## src/rtl/pim_sched_pkg.sv

```systemverilog
// Shared types and constants for the PIM instruction scheduler.
// Latency: n/a (types only).
// Backpressure: n/a (types only).
package pim_sched_pkg;

  localparam int OP_W   = 4;
  localparam int ADDR_W = 6;

  // The only opcode the sequencing controller can execute
  localparam logic [OP_W-1:0] SUPPORTED_OP = 4'h0;

  typedef enum logic [1:0] {
    S_IDLE,
    S_ISSUE,
    S_WAIT,
    S_RETIRE
  } state_t;

  // One queued instruction, tagged with the requester that sent it
  typedef struct packed {
    logic              src;
    logic [OP_W-1:0]   op_code;
    logic [ADDR_W-1:0] reg_addr;
  } entry_t;

endpackage

```

## src/rtl/pim_sched_fifo.sv

```systemverilog
// Circular instruction queue with occupancy count, full and empty flags.
// Latency: push visible at the head one cycle later; head is read combinationally.
// Backpressure: push is dropped when full unless a pop happens in the same cycle.
module pim_sched_fifo
  import pim_sched_pkg::*;
#(
  parameter int DEPTH = 4
) (
  input  logic                     i_clk,
  input  logic                     i_reset_n,
  input  logic                     i_push,
  input  entry_t                   i_push_dat,
  input  logic                     i_pop,
  output entry_t                   o_head_dat,
  output logic [$clog2(DEPTH):0]   o_count,
  output logic                     o_full,
  output logic                     o_empty
);

  localparam int PTR_W = $clog2(DEPTH);
  localparam int CNT_W = PTR_W + 1;

  entry_t             r_mem [DEPTH];
  logic [PTR_W-1:0]   r_rd_ptr;
  logic [PTR_W-1:0]   r_wr_ptr;
  logic [CNT_W-1:0]   r_count;
  logic               w_do_pop;
  logic               w_do_push;

  assign o_full     = (r_count == CNT_W'(DEPTH));
  assign o_empty    = (r_count == '0);
  // A pop frees a slot in the same cycle, so a full queue can still accept
  assign w_do_pop   = i_pop & ~o_empty;
  assign w_do_push  = i_push & (~o_full | w_do_pop);
  assign o_head_dat = r_mem[r_rd_ptr];
  assign o_count    = r_count;

  // Storage array; contents are don't-care while empty so it carries no reset
  always_ff @(posedge i_clk) begin
    if (w_do_push) r_mem[r_wr_ptr] <= i_push_dat;
  end

  // Pointers wrap naturally because DEPTH is a power of two
  always_ff @(posedge i_clk or negedge i_reset_n) begin
    if (!i_reset_n) begin
      r_rd_ptr <= '0;
      r_wr_ptr <= '0;
      r_count  <= '0;
    end else begin
      if (w_do_push) r_wr_ptr <= r_wr_ptr + PTR_W'(1);
      if (w_do_pop)  r_rd_ptr <= r_rd_ptr + PTR_W'(1);
      case ({w_do_push, w_do_pop})
        2'b10:   r_count <= r_count + CNT_W'(1);
        2'b01:   r_count <= r_count - CNT_W'(1);
        default: r_count <= r_count;
      endcase
    end
  end

endmodule

```

## src/rtl/pim_instr_scheduler.sv

```systemverilog
// Arbitrates two hosts into a shared queue and issues one instruction at a time to the PIM controller.
// Latency: handshake to issue pulse is 2 cycles when idle; response 1 cycle after done/timeout.
// Backpressure: req ready drops for both hosts while the queue is full.
module pim_instr_scheduler #(
  parameter int         DEPTH        = 4,
  parameter int         TIMEOUT_CYC  = 255,
  parameter logic [3:0] SUPPORTED_OP = pim_sched_pkg::SUPPORTED_OP
) (
  input  logic                   i_clk,
  input  logic                   i_reset_n,
  input  logic                   i_req0_valid,
  output logic                   o_req0_ready,
  input  logic [3:0]             i_req0_op_code,
  input  logic [5:0]             i_req0_reg_addr,
  input  logic                   i_req1_valid,
  output logic                   o_req1_ready,
  input  logic [3:0]             i_req1_op_code,
  input  logic [5:0]             i_req1_reg_addr,
  output logic                   o_rsp_valid,
  output logic                   o_rsp_src,
  output logic                   o_rsp_err,
  output logic                   o_ctl_instr_flag,
  output logic [3:0]             o_ctl_op_code,
  output logic [5:0]             o_ctl_reg_addr,
  input  logic                   i_ctl_done,
  output logic                   o_busy,
  output logic [$clog2(DEPTH):0] o_fifo_count
);

  import pim_sched_pkg::*;

  localparam int TMO_W = $clog2(TIMEOUT_CYC + 1);

  logic              w_full;
  logic              w_empty;
  logic              w_grant0;
  logic              w_grant1;
  logic              w_push;
  logic              w_pop;
  entry_t            w_push_dat;
  entry_t            w_head;

  logic              r_rr_last;
  state_t            r_state;
  logic              r_cur_src;
  logic [TMO_W-1:0]  r_tmo_cnt;
  logic              r_flag;
  logic              r_rsp_valid;
  logic              r_rsp_src;
  logic              r_rsp_err;
  logic [OP_W-1:0]   r_ctl_op;
  logic [ADDR_W-1:0] r_ctl_addr;

  // Round-robin grant while the queue has room; a tie goes to the host that did not win last
  always_comb begin
    w_grant0 = 1'b0;
    w_grant1 = 1'b0;
    if (!w_full) begin
      if (i_req0_valid && i_req1_valid) begin
        w_grant0 = r_rr_last;
        w_grant1 = ~r_rr_last;
      end else begin
        w_grant0 = i_req0_valid;
        w_grant1 = i_req1_valid;
      end
    end
  end

  // Ready is forced low during reset so every output reads zero immediately
  assign o_req0_ready = w_grant0 & i_reset_n;
  assign o_req1_ready = w_grant1 & i_reset_n;
  assign w_push       = w_grant0 | w_grant1;
  assign w_push_dat   = w_grant1 ? {1'b1, i_req1_op_code, i_req1_reg_addr}
                                 : {1'b0, i_req0_op_code, i_req0_reg_addr};
  assign w_pop        = (r_state == S_IDLE) & ~w_empty;

  pim_sched_fifo #(
    .DEPTH (DEPTH)
  ) u_fifo (
    .i_clk      (i_clk),
    .i_reset_n  (i_reset_n),
    .i_push     (w_push),
    .i_push_dat (w_push_dat),
    .i_pop      (w_pop),
    .o_head_dat (w_head),
    .o_count    (o_fifo_count),
    .o_full     (w_full),
    .o_empty    (w_empty)
  );

  // Remember the last granted host; reset value 1 lets host 0 win the first tie
  always_ff @(posedge i_clk or negedge i_reset_n) begin
    if (!i_reset_n) begin
      r_rr_last <= 1'b1;
    end else if (w_push) begin
      r_rr_last <= w_grant1;
    end
  end

  // Dispatcher: pop, issue, wait for done or timeout, retire with a tagged response
  always_ff @(posedge i_clk or negedge i_reset_n) begin
    if (!i_reset_n) begin
      r_state     <= S_IDLE;
      r_cur_src   <= 1'b0;
      r_tmo_cnt   <= '0;
      r_flag      <= 1'b0;
      r_rsp_valid <= 1'b0;
      r_rsp_src   <= 1'b0;
      r_rsp_err   <= 1'b0;
      r_ctl_op    <= '0;
      r_ctl_addr  <= '0;
    end else begin
      r_flag      <= 1'b0;
      r_rsp_valid <= 1'b0;
      case (r_state)
        S_IDLE: begin
          if (!w_empty) begin
            r_cur_src <= w_head.src;
            if (w_head.op_code == SUPPORTED_OP) begin
              r_flag     <= 1'b1;
              r_ctl_op   <= w_head.op_code;
              r_ctl_addr <= w_head.reg_addr;
              r_state    <= S_ISSUE;
            end else begin
              // Unsupported opcodes never reach the controller
              r_rsp_valid <= 1'b1;
              r_rsp_src   <= w_head.src;
              r_rsp_err   <= 1'b1;
              r_state     <= S_RETIRE;
            end
          end
        end
        S_ISSUE: begin
          r_tmo_cnt <= '0;
          r_state   <= S_WAIT;
        end
        S_WAIT: begin
          // op/addr stay put here: the controller samples them a cycle after the flag
          r_tmo_cnt <= r_tmo_cnt + TMO_W'(1);
          if (i_ctl_done || (r_tmo_cnt == TMO_W'(TIMEOUT_CYC - 1))) begin
            r_rsp_valid <= 1'b1;
            r_rsp_src   <= r_cur_src;
            r_rsp_err   <= ~i_ctl_done;
            r_ctl_op    <= '0;
            r_ctl_addr  <= '0;
            r_state     <= S_RETIRE;
          end
        end
        S_RETIRE: begin
          r_rsp_src <= 1'b0;
          r_rsp_err <= 1'b0;
          r_state   <= S_IDLE;
        end
        default: r_state <= S_IDLE;
      endcase
    end
  end

  assign o_ctl_instr_flag = r_flag;
  assign o_ctl_op_code    = r_ctl_op;
  assign o_ctl_reg_addr   = r_ctl_addr;
  assign o_rsp_valid      = r_rsp_valid;
  assign o_rsp_src        = r_rsp_src;
  assign o_rsp_err        = r_rsp_err;
  assign o_busy           = (r_state != S_IDLE);

endmodule

```

## config.mk

```make
export PLATFORM = sky130hd
export DESIGN_NAME = pim_instr_scheduler
export DESIGN_NICKNAME = d
export VERILOG_FILES = /design/src/rtl/pim_sched_pkg.sv /design/src/rtl/pim_sched_fifo.sv /design/src/rtl/pim_instr_scheduler.sv
export SDC_FILE = /design/constraint.sdc
export NUM_CORES = 1
export LEC_CHECK = 0
export BUFFER_PORTS_ARGS = -buffer_cell sky130_fd_sc_hd__buf_2
export CORE_MARGIN = 10
export CORE_UTILIZATION = 57
export DETAILED_ROUTE_END_ITERATION = 8
export PLACE_DENSITY = 0.83
export SETUP_SLACK_MARGIN = 0.2
export SLEW_MARGIN = 20
export SYNTH_ARGS = -nofsm -noshare
export SYNTH_HDL_FRONTEND = slang
export SYNTH_SLANG_ARGS = --single-unit
```

## constraint.sdc

```tcl
create_clock -name i_clk -period 2.3 [get_ports i_clk]
set_input_delay 0.23 -clock i_clk [delete_from_list [all_inputs] [get_ports i_clk]]
set_output_delay 0.23 -clock i_clk [all_outputs]
set_load 0.02 [all_outputs]
```

==> results.md <==
* Clock Sink Count at 77
* Initial core utilization at 58.3%
* Fin area at 0.00406 mm2
* Gr ovfl total at 0
* Post-synth top area share at approximately two fifths
* Ys async rst share at a little over two fifths
* Slew @ Worst Pin at 0.906 ns
* Leakage power total at 0.00174 uW
* Worst Path Max Fanout at 10
* Highest Clock Rate at 491 MHz
* Hold path depth at 2
* Top cells by count, synth: 44 x edfxtp_1, 32 x dfrtp_1, 15 x inv_1, 12 x nand2_1
* Status: finished clean
* Pre-Repair DR Iteration Count at 4
* Worst rel slew slack at slightly below 40%
* R2R Setup Slk at 0.26 ns
* Mapped Avg Cell Area at 15.0 um2
* Synth Net Count at 265
* Yosys warnings at 0
* WHS Endpoint: r_rr_last
* CP Launch Type: flop
* Setup slack after placement at about 0.17 ns
* Clock Latency Late Sink at 0.35 ns
* Final hold slack at 0.0983 ns
* Sequential area share after synthesis at 63.0%
* Detail-routed via count per cell at 5.58
* Drt wl/cell at approximately 19 um
* DP Wirelength at 5080 um
* N_diodes at 0
* Final Hold Viols at 0
* Power Density at 1380 mW/mm2
* Initial DRC count at 82
* Via count at about 2100
* Largest net degree at the start of global routing at 21
* #FFs+latches synth at 77
* Final setup fails at 0
* Dominant cells by area after synthesis: edfxtp_1 39%, dfrtp_1 23%, mux4_2 4.6%, ha_1 4.0%, mux2_2 3.6%
* Layout cells sized above 1 at 37.7%
* Cell Rows at 28
* Most numerous cell in the Yosys netlist: edfxtp_1
* Yosys cell types at 44
* M1 GR Usage at 17.8%
* H-tree depth at 3
* TritonCTS clock tree: built
* Synth Area in Simple Gates at ~9%
* Main combinational cell family by area after synthesis: multiplexers
* EDFF count, synth at 44
* Worst setup path class: flop to flop
* Compound-Gate Fraction of Synth Area at 6.34%
* Pins Over Slew Limit at 0
* I/O Buffers at 44
* Total GRT Usage at between 10% and 20%
* Data required, critical path at between 2 and 3 ns
* Core area at 0.00585 mm2
* Total power at approximately 5600 uW
* Tcrit/Tclk final at approximately nine tenths
* Vias in the first global route at 2326
* Mux contribution to synthesized area at 12.8%
* Area of the mapped netlist at 0.00341 mm2
* Die area at approximately 0.0095 mm2
* First-pass GRT wire length at 11800 um
* Clock-pin slew on the worst setup and hold paths at 0.08 ns
* M2 GR Usage at 25.3%
* Hold Startpoint: i_req0_valid
* # Max-Cap Violations at 0
* CTS Buf Count at 9
* Area growth, synth to finish at 19.1%
* Root buf cell: clkbuf_8
* Clock buffer depth at 2
* Largest area contributor in the netlist: edfxtp_1
* Final Worst Setup Slack at 0.262 ns
* Post-synthesis adder-cell area fraction at under 10%
* Reg2Reg Launch Point: u_fifo.r_rd_ptr[0]
* Setup TNS at 0 ns
* RSZ-0062 raised after global routing: yes
* GPL Wtd Cong at 0.829
* Post-layout min period at slightly above 2 ns
* Die width at approximately 97 um
* Die H at 97.4 um
* XOR/XNOR Fraction of Synth Area at 2.05%
* # IOs at between 40 and 50
* CP Capture Type: flop
* Cells after Synth at 228
* Clock skew at about 0.013 ns
* Top FF cell, synth: edfxtp_1
* Drt drc at 0
* Remaining antenna violation count at 0
* RR Endpoint: o_ctl_reg_addr[3]
* Nets at 329
* Layer with the highest usage: met2
* Peak supply drop at roughly 0.0008 V
* HP Class: primary input to flop
* Initial antenna violation count at 0
* M3 GR Usage at 4.41%
* Worst Reg2Reg Path Length in Cells at 5
* Final wirelength at approximately 7100 um
* Cell Area, Placed at 0.00377 mm2
* CP arrival at 2.26 ns
worst max-delay path by stage:
stage | slack, ns | from | cells past startpoint | endpoint
floorplan | 0.26 | r_state[0] | 10 | u_fifo.o_count[2]
global placement | 0.28 | u_fifo.o_count[0] | 10 | u_fifo.o_count[2]
detailed placement | 0.17 | u_fifo.o_count[0] | 10 | u_fifo.o_count[2]
CTS | 0.19 | u_fifo.o_count[0] | 6 | o_req1_ready
global route | 0.19 | u_fifo.o_count[0] | 10 | u_fifo.o_count[2]
finish | 0.26 | u_fifo.r_rd_ptr[0] | 5 | o_ctl_reg_addr[3]
timing repair:
| item | 4_1_cts | 5_1_grt |
|---|---|---|
| hold buffers | 2 | 0 |
| pin swaps | 0 | 1 |
| endpoints found under the hold margin | 20 | 0 |
| setup buffers | 0 | 3 |
| setup endpoints to repair | 2 | 9 |
| gates resized for setup | 3 | 10 |
placed cells by master (no fill, tap or decap), drive strengths merged, types with 2 or more instances in the layout:
| cell type | count |
|---|---|
| buf | 55 |
| edfxtp | 44 |
| dfrtp | 32 |
| mux2 | 18 |
| inv | 16 |
| nand2 | 12 |
| nor2 | 11 |
| ha | 11 |
| clkbuf | 11 |
| and2 | 10 |
| mux4 | 7 |
| o21ai | 7 |
| xnor2 | 6 |
| nor2b | 6 |
| nand3 | 6 |
| mux2i | 5 |
| a22o | 4 |
| nand2b | 3 |
| a21oi | 3 |
| xor2 | 2 |
| a211oi | 2 |
| dlygate4sd3 | 2 |
| clkinv | 2 |
per-stage QoR:
| step | util [%] | instances |
|---|---|---|
| 6_report | 69.4 | 372 |
| 5_1_grt | 69.4 | 372 |
| 4_1_cts | 68.3 | 369 |
| 3_5_place_dp | 64.4 | 351 |
| 3_3_place_gp | 64.4 | 351 |
| 2_1_floorplan | - | 228 |
critical path, stage by stage, from the launching register on:
cell and delay [ns]:
dfrtp_1 0.39, or4b_4 0.56, o311ai_4 0.40, o21ai_4 0.12
buf_12 0.16, mux2_4 0.29
area by class of cell:
cell class | count | area, um2
clock buffer | 11 | 141
tap | 75 | 93.8
fill | 399 | 1790
sequential | 77 | 2150
multi-input combinational | 132 | 1230
inverter | 15 | 56.3
clock inverter | 5 | 60.1
timing repair buffer | 57 | 335
cell families (layout without fill, tap and decap cells):
logic type	after synthesis	count (layout)
flops	77	77
buf+inv	19	88
compound gates	25	25
fa+ha+maj	12	12
mux	30	30
simple gates	57	57
xor+xnor	8	8
power breakdown:
part / total [uW] / switching (uW) / internal, uW
registers: 2260 / 257 / 2000
clock network: 1030 / 494 / 535
logic: 2310 / 1240 / 1070
registers in the layout (all words and copies together) (netlist names):
| name | count |
|---|---|
| o_ctl_instr_flag | 1 |
| o_ctl_op_code | 4 |
| o_ctl_reg_addr | 6 |
| o_rsp_err | 1 |
| o_rsp_src | 1 |
| o_rsp_valid | 1 |
| r_cur_src | 1 |
| r_rr_last | 1 |
| r_state | 2 |
| r_tmo_cnt | 8 |
| u_fifo.o_count | 3 |
| u_fifo.r_mem | 44 |
| u_fifo.r_rd_ptr | 2 |
| u_fifo.r_wr_ptr | 2 |
routing by layer:
layer	part of all wire, %	up-vias
met2	51	62
met1	42	1040
met4	1.8	0
met3	5.8	12
met5	0	-
li1	-	960
Power figures use the tool's default switching activity.
